`config.mk`:
```
export PLATFORM = sky130hd
export DESIGN_NAME = fifo8x16
export DESIGN_NICKNAME = d
export VERILOG_FILES = /design/src/rtl/fifo8x16.sv
export SDC_FILE = /design/constraint.sdc
export NUM_CORES = 1
export LEC_CHECK = 0
export BUFFER_PORTS_ARGS = -buffer_cell sky130_fd_sc_hd__buf_2
export CORE_MARGIN = 4
export CORE_UTILIZATION = 59
export DETAILED_ROUTE_END_ITERATION = 10
export PLACE_DENSITY_LB_ADDON = 0.3
export SYNTH_ARGS = -nofsm -noshare
export SYNTH_HDL_FRONTEND = slang
export SYNTH_SLANG_ARGS = --single-unit
```
`constraint.sdc`:
```
create_clock -name clock -period 4.14 [get_ports clock]
set_clock_uncertainty 0.2 [all_clocks]
set_input_delay 0.828 -clock clock [delete_from_list [all_inputs] [get_ports clock]]
set_output_delay 0.828 -clock clock [all_outputs]
set_load 0.03 [all_outputs]
```
`src/rtl/fifo8x16.sv`:
```
// Eight-entry, 16-bit first-word-fall-through FIFO on a single clock.
// Write-side one-hot load decode, read-side pointer-selected mux, registered reject pulse.
module fifo8x16 (
    input  logic        clock,
    input  logic        reset,
    input  logic [15:0] in,
    input  logic        push,
    input  logic        pop,
    output logic [15:0] out,
    output logic        empty,
    output logic        full,
    output logic [3:0]  count,
    output logic        err
);

    logic [2:0]  wptr_reg, wptr_next;
    logic [2:0]  rptr_reg, rptr_next;
    logic [3:0]  cnt_reg, cnt_next;
    logic        err_reg, err_next;
    logic [15:0] mem_reg [8];
    logic [7:0]  load;
    logic        push_acc;
    logic        pop_acc;
    logic [15:0] head;

    assign empty = (cnt_reg == 4'd0);
    assign full  = (cnt_reg == 4'd8);
    assign count = cnt_reg;
    assign err   = err_reg;

    // A pop at full frees the slot the push is about to fill, so both proceed.
    assign push_acc = push & (~full | pop);
    assign pop_acc  = pop & ~empty;

    always_comb begin
        load           = 8'd0;
        load[wptr_reg] = push_acc;
    end

    // Storage is never reset; empty masks any stale word on the output.
    generate
        for (genvar gi = 0; gi < 8; gi++) begin : g_mem
            always_ff @(posedge clock) begin
                if (load[gi]) begin
                    mem_reg[gi] <= in;
                end
            end
        end
    endgenerate

    assign head = mem_reg[rptr_reg];
    assign out  = empty ? 16'h0000 : head;

    always_comb begin
        wptr_next = wptr_reg;
        rptr_next = rptr_reg;
        cnt_next  = cnt_reg;
        err_next  = (push & ~push_acc) | (pop & ~pop_acc);
        if (push_acc) begin
            wptr_next = wptr_reg + 3'd1;
        end
        if (pop_acc) begin
            rptr_next = rptr_reg + 3'd1;
        end
        if (push_acc && !pop_acc) begin
            cnt_next = cnt_reg + 4'd1;
        end else if (pop_acc && !push_acc) begin
            cnt_next = cnt_reg - 4'd1;
        end
    end

    always_ff @(posedge clock) begin
        if (reset) begin
            wptr_reg <= 3'd0;
            rptr_reg <= 3'd0;
            cnt_reg  <= 4'd0;
            err_reg  <= 1'b0;
        end else begin
            wptr_reg <= wptr_next;
            rptr_reg <= rptr_next;
            cnt_reg  <= cnt_next;
            err_reg  <= err_next;
        end
    end

endmodule

```
==> results.py, run 1 <==
metrics = {
    "outcome": {
        "status": "completed",
    },
    "hold_path": {
        "min_from": "rptr_reg[2]",
        "hp-class": "reg -> reg",
    },
    "clock_network": {
        "cts_root_buffer": "clkbuf_8",
        "postCtsHoldBufs": 0,
        "cts_tree": "built",
        "cts_resized": 0,
        "clock-sinks": 142,
        "cts_buffers": 17,
        "clk_latency_ns": 0.51,
        "cts_max_level": 4,
        "path_clk_slew_ns": 0.06,
        "cts.path.max_buffers": 2,
        "cts_setup_buffers": 0,
    },
    "synthesis": {
        "ys_seq_elements": 142,
        "synthFlopType": "edfxtp_1",
        "syn_nets": 305,
        "synth_warnings": 0,
        "ys_types": 33,
        "yosysMostFrequentCell": "edfxtp_1",
        "post_synth.cell_area_avg_sq_um": 19.9,
        "postSynthCellCount": 279,
        "synthTopCellsByArea": "edfxtp_1 69%, mux4_2 13%, dfxtp_1 5.1%, mux2i_1 3.2%, nor2_1 2.2%",
        "synth_top_area_cell": "edfxtp_1",
        "async_flop_share_pct": 0,
        "yosysSeqAreaShare_pct": 74.4,
        "netlist_area_sq_mm": 0.00555,
        "synth_top_area_share_pct": 69.3,
        "synth.top_cells.by_count": "128 x edfxtp_1, 33 x nor2_1, 32 x mux4_2",
        "synth_edf_count": 128,
    },
    "setup_path": {
        "path_class": "reg -> out",
        "regToRegStartpoint": "count[0]",
        "arrival_ns": 2.48,
        "start_kind": "flop",
        "required_ns": 3.11,
        "end_kind": "output port",
        "worstPathMaxFanout": 12,
    },
    "finish": {
        "num_antenna_cells": 0,
        "largest_reg_flops": 128,
        "fin_area_sq_mm": 0.00660,
        "fin_nets": 370,
        "drive_gt1_share_pct": 37.6,
        "syn_to_final_growth_pct": 19.0,
    },
    "global_routing": {
        "grt_pass1_wl_microns": 16400,
        "grt_pass1_vias": 2986,
        "grtUsageTotal_pct": 20.2,
        "grt_overflow_total": 0,
        "grt_max_degree": 33,
        "antenna_found_initial": 1,
    },
    "placement": {
        "pre_cts_ws_ns": 1.02,
        "place_area_sq_mm": 0.00599,
        "place.gp.congestion": 0.748,
        "portBuffers": 42,
        "dp_hpwl_microns": 5980,
    },
    "power": {
        "p_leak_nw": 2.26,
        "powerDensity_mw_per_mm2": 678,
        "irDropWorstVdd_uv": 461,
    },
    "die": {
        "ios": 43,
        "start_util_pct": 60.3,
        "core_sq_mm": 0.00920,
        "dieWidth_microns": 105,
        "dieArea_sq_mm": 0.0110,
        "die_h_microns": 105,
        "row_count": 35,
    },
    "detailed_routing": {
        "drt_iter0_drc": 143,
        "dr.pass1.iters": 4,
        "final_antenna_net_count": 0,
        "via_per_inst": 5.87,
        "wl_microns": 10200,
        "vias": 2743,
        "wl_per_cell_microns": 21.8,
        "drc": 0,
    },
    "timing": {
        "rsz0062_at_grt": "no",
        "finalCriticalPeriod_ns": 3.51,
        "setup_violations": 0,
        "max_freq_mhz": 285,
        "worst_pin_slew_ns": 0.484,
        "hold_viol": 0,
        "min_period_over_period_pct": 84.7,
        "timing.setup.tns_ns": 0,
        "fin_ws_ns": 0.634,
        "relSlewSlack_pct": 67.7,
        "slew_violations": 0,
    },
    "flow_run": {
        "cap_violations": 0,
    },
}
[power breakdown]
part | leakage, nW | internal [mW] | switching, mW | total (mW)
Combinational | 0.695 | 0.488 | 0.692 | 1.18
Sequential | 1.28 | 1.66 | 0.0811 | 1.74
Clock | 0.290 | 0.980 | 0.576 | 1.56
[metal layers]
| metal | vias up | share of wire (%) | GRT usage [%] |
|---|---|---|---|
| li1 | 1245 | - | - |
| met1 | 1402 | 42 | 26.3 |
| met2 | 74 | 51 | 32.4 |
| met3 | 20 | 4.4 | 5.74 |
| met4 | 2 | 2.1 | 7.97 |
| met5 | - | 0.069 | 0 |
[logic make-up (layout without fill, tap and decap cells)]
logic type | count (synthesis) | count (layout) | synth area share, %
AO/OA/AOI/OAI | 8 | 8 | 1.15
XOR/XNOR | 6 | 6 | 1.08
adder cells (fa/ha/maj) | 6 | 6 | 1.49
buffers and inverters | 16 | 93 | 1.40
flip-flops | 142 | 142 | 74.4
multiplexers | 51 | 51 | 16.4
AND/OR/NAND/NOR | 50 | 50 | 4.06
[per-stage QoR]
step	util (%)	instances	power [mW]	hold WS, ns
finish	71.7	467	4.47	0.331
detailed placement	65.2	436	2.96	0.322
floorplan	-	279	2.64	0.285
global route	71.7	467	4.67	0.377
CTS	71.7	467	4.51	0.337
global placement	65.2	436	2.92	0.304
[cells in the final DEF (no fill, tap or decap), drive strengths merged, types with 2 or more instances in the layout]
cell and instances:
a21oi 3, buf 59, bufinv 4, clkbuf 18, clkinv 3, clkinvlp 2, dfxtp 14, edfxtp 128
ha 5, inv 7, mux2i 18, mux4 32, nand2 4, nand2b 3, nor2 33, nor3 4
nor4 2, xnor2 2, xor2 4
[critical path, cell delays in order (launching register included)]
cell and delay (ns):
dfxtp_2 0.60, buf_4 0.34, mux4_2 0.56, mux2i_1 0.21, nor2_1 0.06, buf_2 0.18
[final cells by class]
cell class | instances | area, sq um
Fill cell | 543 | 2600
Tap cell | 111 | 139
Sequential cell | 142 | 4130
Clock buffer | 18 | 418
Inverter | 3 | 13.8
Multi-Input combinational cell | 121 | 1380
Timing Repair Buffer | 59 | 338
Clock inverter | 13 | 188
[worst paths after layout]
path,endpoint,slack (ns),cells past startpoint
max,out[6],0.63,5
min,flop,0.33,2
max reg2reg,count[3],1.05,10
min reg2reg,flop,0.33,2
Note: power is estimated with default switching activity, not from simulation.
==> inputs of run 2 (changes only) <==
--- a/config.mk
+++ b/config.mk
@@ -5,9 +5,10 @@
 export SDC_FILE = /design/constraint.sdc
 export NUM_CORES = 1
 export LEC_CHECK = 0
+export ABC_AREA = 1
 export BUFFER_PORTS_ARGS = -buffer_cell sky130_fd_sc_hd__buf_2
 export CORE_MARGIN = 4
-export CORE_UTILIZATION = 59
+export CORE_UTILIZATION = 60
 export DETAILED_ROUTE_END_ITERATION = 10
 export PLACE_DENSITY_LB_ADDON = 0.3
 export SYNTH_ARGS = -nofsm -noshare
==> constraint.sdc (replaced) <==
create_clock -name clock -period 3.6 [get_ports clock]
set_clock_uncertainty 0.2 [all_clocks]
set_input_delay 0.72 -clock clock [delete_from_list [all_inputs] [get_ports clock]]
set_output_delay 0.72 -clock clock [all_outputs]
set_load 0.03 [all_outputs]
==> run 2 against run 1 <==
  * Sequential share of layout area shrank 3.2 points
  * Count of clock-buffer cells in the layout unchanged
  * Worst hold slack lost 0.073 ns
  * Routed wire length up 28%
==> results.py, run 2 <==
metrics = {
    "outcome": {
        "status": "completed",
    },
    "clock_network": {
        "cts_max_level": 4,
        "cts_buffers": 17,
        "clock-sinks": 142,
        "cts.path.max_buffers": 2,
        "cts_setup_buffers": 0,
        "path_clk_slew_ns": 0.06,
        "postCtsHoldBufs": 0,
        "clk_latency_ns": 0.51,
        "cts_resized": 0,
        "cts_root_buffer": "clkbuf_8",
        "cts_tree": "built",
    },
    "timing": {
        "max_freq_mhz": 317,
        "timing.setup.tns_ns": 0,
        "rsz0062_at_grt": "no",
        "slew_violations": 0,
        "min_period_over_period_pct": 87.6,
        "setup_violations": 0,
        "finalCriticalPeriod_ns": 3.15,
        "relSlewSlack_pct": 57.3,
        "worst_pin_slew_ns": 0.640,
        "hold_viol": 0,
    },
    "detailed_routing": {
        "drc": 0,
        "final_antenna_net_count": 0,
        "vias": 4126,
        "drt_iter0_drc": 367,
        "wl_microns": 13000,
        "dr.pass1.iters": 5,
        "via_per_inst": 5.43,
        "wl_per_cell_microns": 17.1,
    },
    "setup_path": {
        "worstPathMaxFanout": 25,
        "start_kind": "flop",
        "timing.rr.end": "count[3]",
        "required_ns": 2.68,
        "critPathMaxStageDelay_ns": 0.66,
        "cp_cell_sequence": "buf_4 > o21ai_0 > o21ai_0 > nor2_1 > nor2_1 > buf_2",
        "path_class": "reg -> out",
        "cpMaxStageDelayCell": "dfxtp_2",
        "r2r_cells": 12,
        "arrival_ns": 2.23,
        "regToRegStartpoint": "count[0]",
        "end_kind": "output port",
        "r2r_slack_ns": 1.04,
    },
    "finish": {
        "fin_area_sq_mm": 0.00696,
        "drive_gt1_share_pct": 16.1,
        "fin_nets": 641,
        "fillCellCount": 671,
        "layout_common_cells": "128 x nand2_1, 128 x edfxtp_1, 96 x nor2_1",
        "num_antenna_cells": 0,
        "largest_reg_flops": 128,
        "syn_to_final_growth_pct": 15.5,
    },
    "hold_path": {
        "hp-class": "in -> reg",
        "min_path_cells": 2,
        "min_from": "reset",
        "holdPathEnd": "wptr_reg[2]",
    },
    "synthesis": {
        "synthTopCellsByArea": "edfxtp_1 64%, nand2_1 8.0%, nor2_1 6.0%, dfxtp_1 4.7%, nand3_1 3.2%",
        "async_flop_share_pct": 0,
        "ys_seq_elements": 142,
        "synthFlopType": "edfxtp_1",
        "synth_edf_count": 128,
        "synth_warnings": 0,
        "ys_types": 27,
        "netlist_area_sq_mm": 0.00602,
        "yosysSeqAreaShare_pct": 68.5,
        "syn_nets": 588,
        "post_synth.cell_area_avg_sq_um": 10.7,
        "synth_top_area_share_pct": 63.8,
        "synth.top_cells.by_count": "128 x edfxtp_1, 128 x nand2_1, 96 x nor2_1",
        "postSynthCellCount": 562,
        "synth_top_area_cell": "edfxtp_1",
    },
    "die": {
        "core_sq_mm": 0.00977,
        "dieArea_sq_mm": 0.0117,
        "start_util_pct": 61.6,
        "row_count": 36,
        "dieWidth_microns": 108,
        "ios": 43,
        "die_h_microns": 108,
    },
    "placement": {
        "portBuffers": 42,
        "place_area_sq_mm": 0.00637,
        "place.gp.congestion": 0.779,
        "dp_hpwl_microns": 7690,
    },
    "global_routing": {
        "grt_max_degree": 65,
        "grtUsageTotal_pct": 24.0,
        "grt_pass1_vias": 4233,
        "grt_pass1_wl_microns": 21100,
        "grt_overflow_total": 0,
        "antenna_found_initial": 0,
    },
    "power": {
        "irDropWorstVdd_uv": 497,
        "powerDensity_mw_per_mm2": 739,
        "p_leak_nw": 2.87,
    },
    "flow_run": {
        "cap_violations": 0,
    },
}
[run 2: changes by cell type after synthesis, sizes merged, moves of 32 or more]
cell,delta
nand2,+125
inv,+48
nand3,+41
o21ai,+50
nor2,+68
mux4,-32
[run 2: logic make-up (layout without fill, tap and decap cells)]
| kind of cell | after synthesis | after routing | share of synthesized area, % |
|---|---|---|---|
| fa+ha+maj | 6 | 6 | 1.37 |
| xor+xnor | 5 | 5 | 0.727 |
| compound gates | 59 | 59 | 4.95 |
| buf+inv | 75 | 140 | 5.78 |
| flops | 142 | 142 | 68.5 |
| simple gates | 275 | 275 | 18.7 |
[run 2: final cells by class]
cell class | count | area [sq um] | share of cell area, %
clock inverters | 13 | 171 | 2.46
clock buffers | 18 | 418 | 6.01
flip-flops and latches | 142 | 4130 | 59.3
inverters | 51 | 196 | 2.82
multi-input cells | 345 | 1550 | 22.3
repair buffers | 58 | 330 | 4.75
well taps | 133 | 166 | 2.39
[run 2: per-stage QoR]
stage               utilization (%)  power, mW  worst slack (ns)  cells  hold slack (ns)
global route                   71.2       5.41             0.244    760            0.272
CTS                            71.2       5.17             0.428    760            0.233
finish                         71.2       5.14             0.446    760            0.258
detailed placement             65.2       3.43             0.989    729            0.294
global placement               65.2       3.39              1.04    729            0.282
floorplan                         -       3.06              1.11    562            0.250
[run 2: report_power, final]
group          switching [mW]  internal, mW
clock                   0.627          1.11
sequential             0.0831          1.90
combinational            1.02         0.403
total                    1.73          3.41
[run 2: worst max-delay path by stage]
| stage | slack [ns] | start | depth (start not counted) | to |
|---|---|---|---|---|
| 5_1_grt | 0.24 | flop | 6 | out[7] |
| 3_5_place_dp | 0.99 | pop | 14 | count[3] |
| 3_3_place_gp | 1.04 | flop | 7 | out[5] |
| 2_1_floorplan | 1.11 | count[3] | 2 | full |
| 6_report | 0.45 | flop | 6 | out[7] |
| 4_1_cts | 0.43 | flop | 7 | out[5] |
[run 2: critical path, delay by kind of cell (launching register included)]
family	cells	cell delay, ns
AO/OA/AOI/OAI	2	0.28
buffers and inverters	2	0.54
flip-flops	1	0.66
AND/OR/NAND/NOR	2	0.22
[run 2: layer usage]
metal | up-vias | GRT usage, % | wire length, microns
li1 | 1980 | - | -
met1 | 1949 | 32.0 | 5350
met2 | 169 | 38.5 | 6430
met3 | 28 | 4.18 | 902
met4 | 0 | 11.5 | 326
met5 | - | 0 | 0
==> inputs of run 3 (changes only) <==
--- a/config.mk
+++ b/config.mk
@@ -5,12 +5,12 @@
 export SDC_FILE = /design/constraint.sdc
 export NUM_CORES = 1
 export LEC_CHECK = 0
-export ABC_AREA = 1
 export BUFFER_PORTS_ARGS = -buffer_cell sky130_fd_sc_hd__buf_2
 export CORE_MARGIN = 4
-export CORE_UTILIZATION = 60
+export CORE_UTILIZATION = 59
 export DETAILED_ROUTE_END_ITERATION = 10
 export PLACE_DENSITY_LB_ADDON = 0.3
+export SLEW_MARGIN = 25
 export SYNTH_ARGS = -nofsm -noshare
 export SYNTH_HDL_FRONTEND = slang
 export SYNTH_SLANG_ARGS = --single-unit
==> run 3 against run 2 <==
  * Die area is 5.9% lower
  * Sequential share of layout area is 4.1 points higher
  * Combinational power is 5% lower
  * Register-to-register slack worse by 0.54 ns
  * First-iteration DRC count is 51% lower
  * Worst setup slack worse by 0.10 ns
  * Sequential power hardly changed
  * Cell area is 6.5% lower
==> results.py, run 3 (synthesized netlist as in run 1, its figures left out) <==
metrics = {
    "setup_path": {
        "critPathMaxStageDelay_ns": 0.74,
        "r2r_slack_ns": 0.50,
        "worstPathMaxFanout": 13,
        "path_class": "reg -> out",
        "end_kind": "output port",
        "cpMaxStageDelayCell": "dfxtp_1",
        "required_ns": 2.68,
        "cp_cell_sequence": "buf_4 > mux4_2 > mux2i_1 > nor2_1 > buf_2",
        "regToRegStartpoint": "count[0]",
        "arrival_ns": 2.34,
        "r2r_cells": 10,
        "timing.rr.end": "count[3]",
        "start_kind": "flop",
    },
    "timing": {
        "worst_pin_slew_ns": 0.657,
        "relSlewSlack_pct": 56.1,
        "min_period_over_period_pct": 90.5,
        "timing.setup.tns_ns": 0,
        "finalCriticalPeriod_ns": 3.26,
        "max_freq_mhz": 307,
        "setup_violations": 0,
        "hold_viol": 0,
        "slew_violations": 0,
        "fin_ws_ns": 0.343,
        "rsz0062_at_grt": "no",
    },
    "die": {
        "start_util_pct": 60.3,
        "dieWidth_microns": 105,
        "ios": 43,
        "core_sq_mm": 0.00920,
        "row_count": 35,
        "die_h_microns": 105,
        "dieArea_sq_mm": 0.0110,
    },
    "power": {
        "power_mw": 4.89,
        "powerDensity_mw_per_mm2": 751,
        "irDropWorstVdd_uv": 416,
        "p_leak_nw": 2.20,
    },
    "hold_path": {
        "holdPathEnd": "mem_reg[6][13]",
        "min_path_cells": 1,
        "min_from": "in[13]",
        "hp-class": "in -> reg",
    },
    "clock_network": {
        "cts_tree": "built",
        "clk_latency_ns": 0.51,
        "postCtsHoldBufs": 0,
        "cts_max_level": 4,
        "cts_root_buffer": "clkbuf_8",
        "path_clk_slew_ns": 0.06,
        "cts_buffers": 17,
        "cts_resized": 0,
        "cts_setup_buffers": 0,
        "clock-sinks": 142,
        "cts.path.max_buffers": 2,
    },
    "detailed_routing": {
        "vias": 2717,
        "wl_microns": 10000,
        "wl_per_cell_microns": 21.5,
        "via_per_inst": 5.84,
        "dr.pass1.iters": 5,
        "final_antenna_net_count": 0,
        "drt_iter0_drc": 178,
        "drc": 0,
    },
    "placement": {
        "pre_cts_ws_ns": 0.532,
        "place.gp.congestion": 0.792,
        "portBuffers": 42,
        "dp_hpwl_microns": 5710,
        "place_area_sq_mm": 0.00597,
    },
    "finish": {
        "final_util_pct": 70.8,
        "layout_common_cells": "128 x edfxtp_1, 42 x buf_2, 33 x nor2_1",
        "num_antenna_cells": 0,
        "fin_nets": 367,
        "final_common_cell": "edfxtp_1",
        "drive_gt1_share_pct": 37.3,
        "fin_area_sq_mm": 0.00651,
        "syn_to_final_growth_pct": 17.4,
        "largest_reg_flops": 128,
        "fillCellCount": 569,
    },
    "global_routing": {
        "grt_pass1_wl_microns": 15900,
        "grt_max_degree": 20,
        "grt_overflow_total": 0,
        "grt_pass1_vias": 2800,
        "grtUsageTotal_pct": 20.1,
        "antenna_found_initial": 0,
    },
    "flow_run": {
        "cap_violations": 0,
    },
    "outcome": {
        "status": "completed",
    },
}
-- run 3: changes by cell type in the layout (fill, tap and decap cells not counted), moves of 16 or more --
| cell | previous run | this run |
|---|---|---|
| nor2_1 | 96 | 33 |
| o21ai_1 | 16 | 0 |
| nand2_1 | 128 | 3 |
| mux2i_1 | 0 | 18 |
| nand3_1 | 39 | 1 |
| o21ai_0 | 35 | 0 |
| inv_1 | 45 | 2 |
| mux4_2 | 0 | 32 |
-- run 3: critical path: cells and delay by family (launching register included) --
kind                   cells  cell delay [ns]
buffers and inverters      2             0.51
DFF                        1             0.74
muxes                      2             0.52
and+or+nand+nor            1             0.05
-- run 3: how the worst max path moves through the flow --
stage	slack [ns]	end
6_report	0.34	out[0]
5_1_grt	0.19	out[2]
4_1_cts	0.26	out[0]
3_5_place_dp	0.53	count[3]
3_3_place_gp	0.60	count[3]
2_1_floorplan	0.47	mem_reg[0][0]
-- run 3: report_power, final --
group	total, mW	switching [mW]	internal [mW]
Combinational	1.35	0.793	0.558
Sequential	1.98	0.0736	1.91
Clock	1.56	0.648	0.912
Total	4.89	1.51	3.38
-- run 3: per-layer routing --
metal | part of all wire, % | track usage (%) | vias up
met5 | 0 | 0 | -
li1 | - | - | 1241
met1 | 41 | 25.9 | 1373
met2 | 51 | 33.3 | 91
met4 | 1.5 | 6.47 | 0
met3 | 6.7 | 5.62 | 12
-- run 3: per-stage QoR --
| step | std cells | hold slack [ns] |
|---|---|---|
| 2_1_floorplan | 279 | 0.285 |
| 3_3_place_gp | 433 | 0.305 |
| 3_5_place_dp | 433 | 0.323 |
| 4_1_cts | 465 | 0.247 |
| 5_1_grt | 465 | 0.272 |
| 6_report | 465 | 0.272 |
-- run 3: final cells by class --
type / count / area, sq um / share of cell area [%]
Sequential cell: 142 / 4130 / 63.4
Inverter: 3 / 13.8 / 0.211
Multi-Input combinational cell: 121 / 1380 / 21.1
Clock inverter: 14 / 120 / 1.85
Clock buffer: 18 / 418 / 6.42
Timing Repair Buffer: 56 / 315 / 4.85
Tap cell: 111 / 139 / 2.13
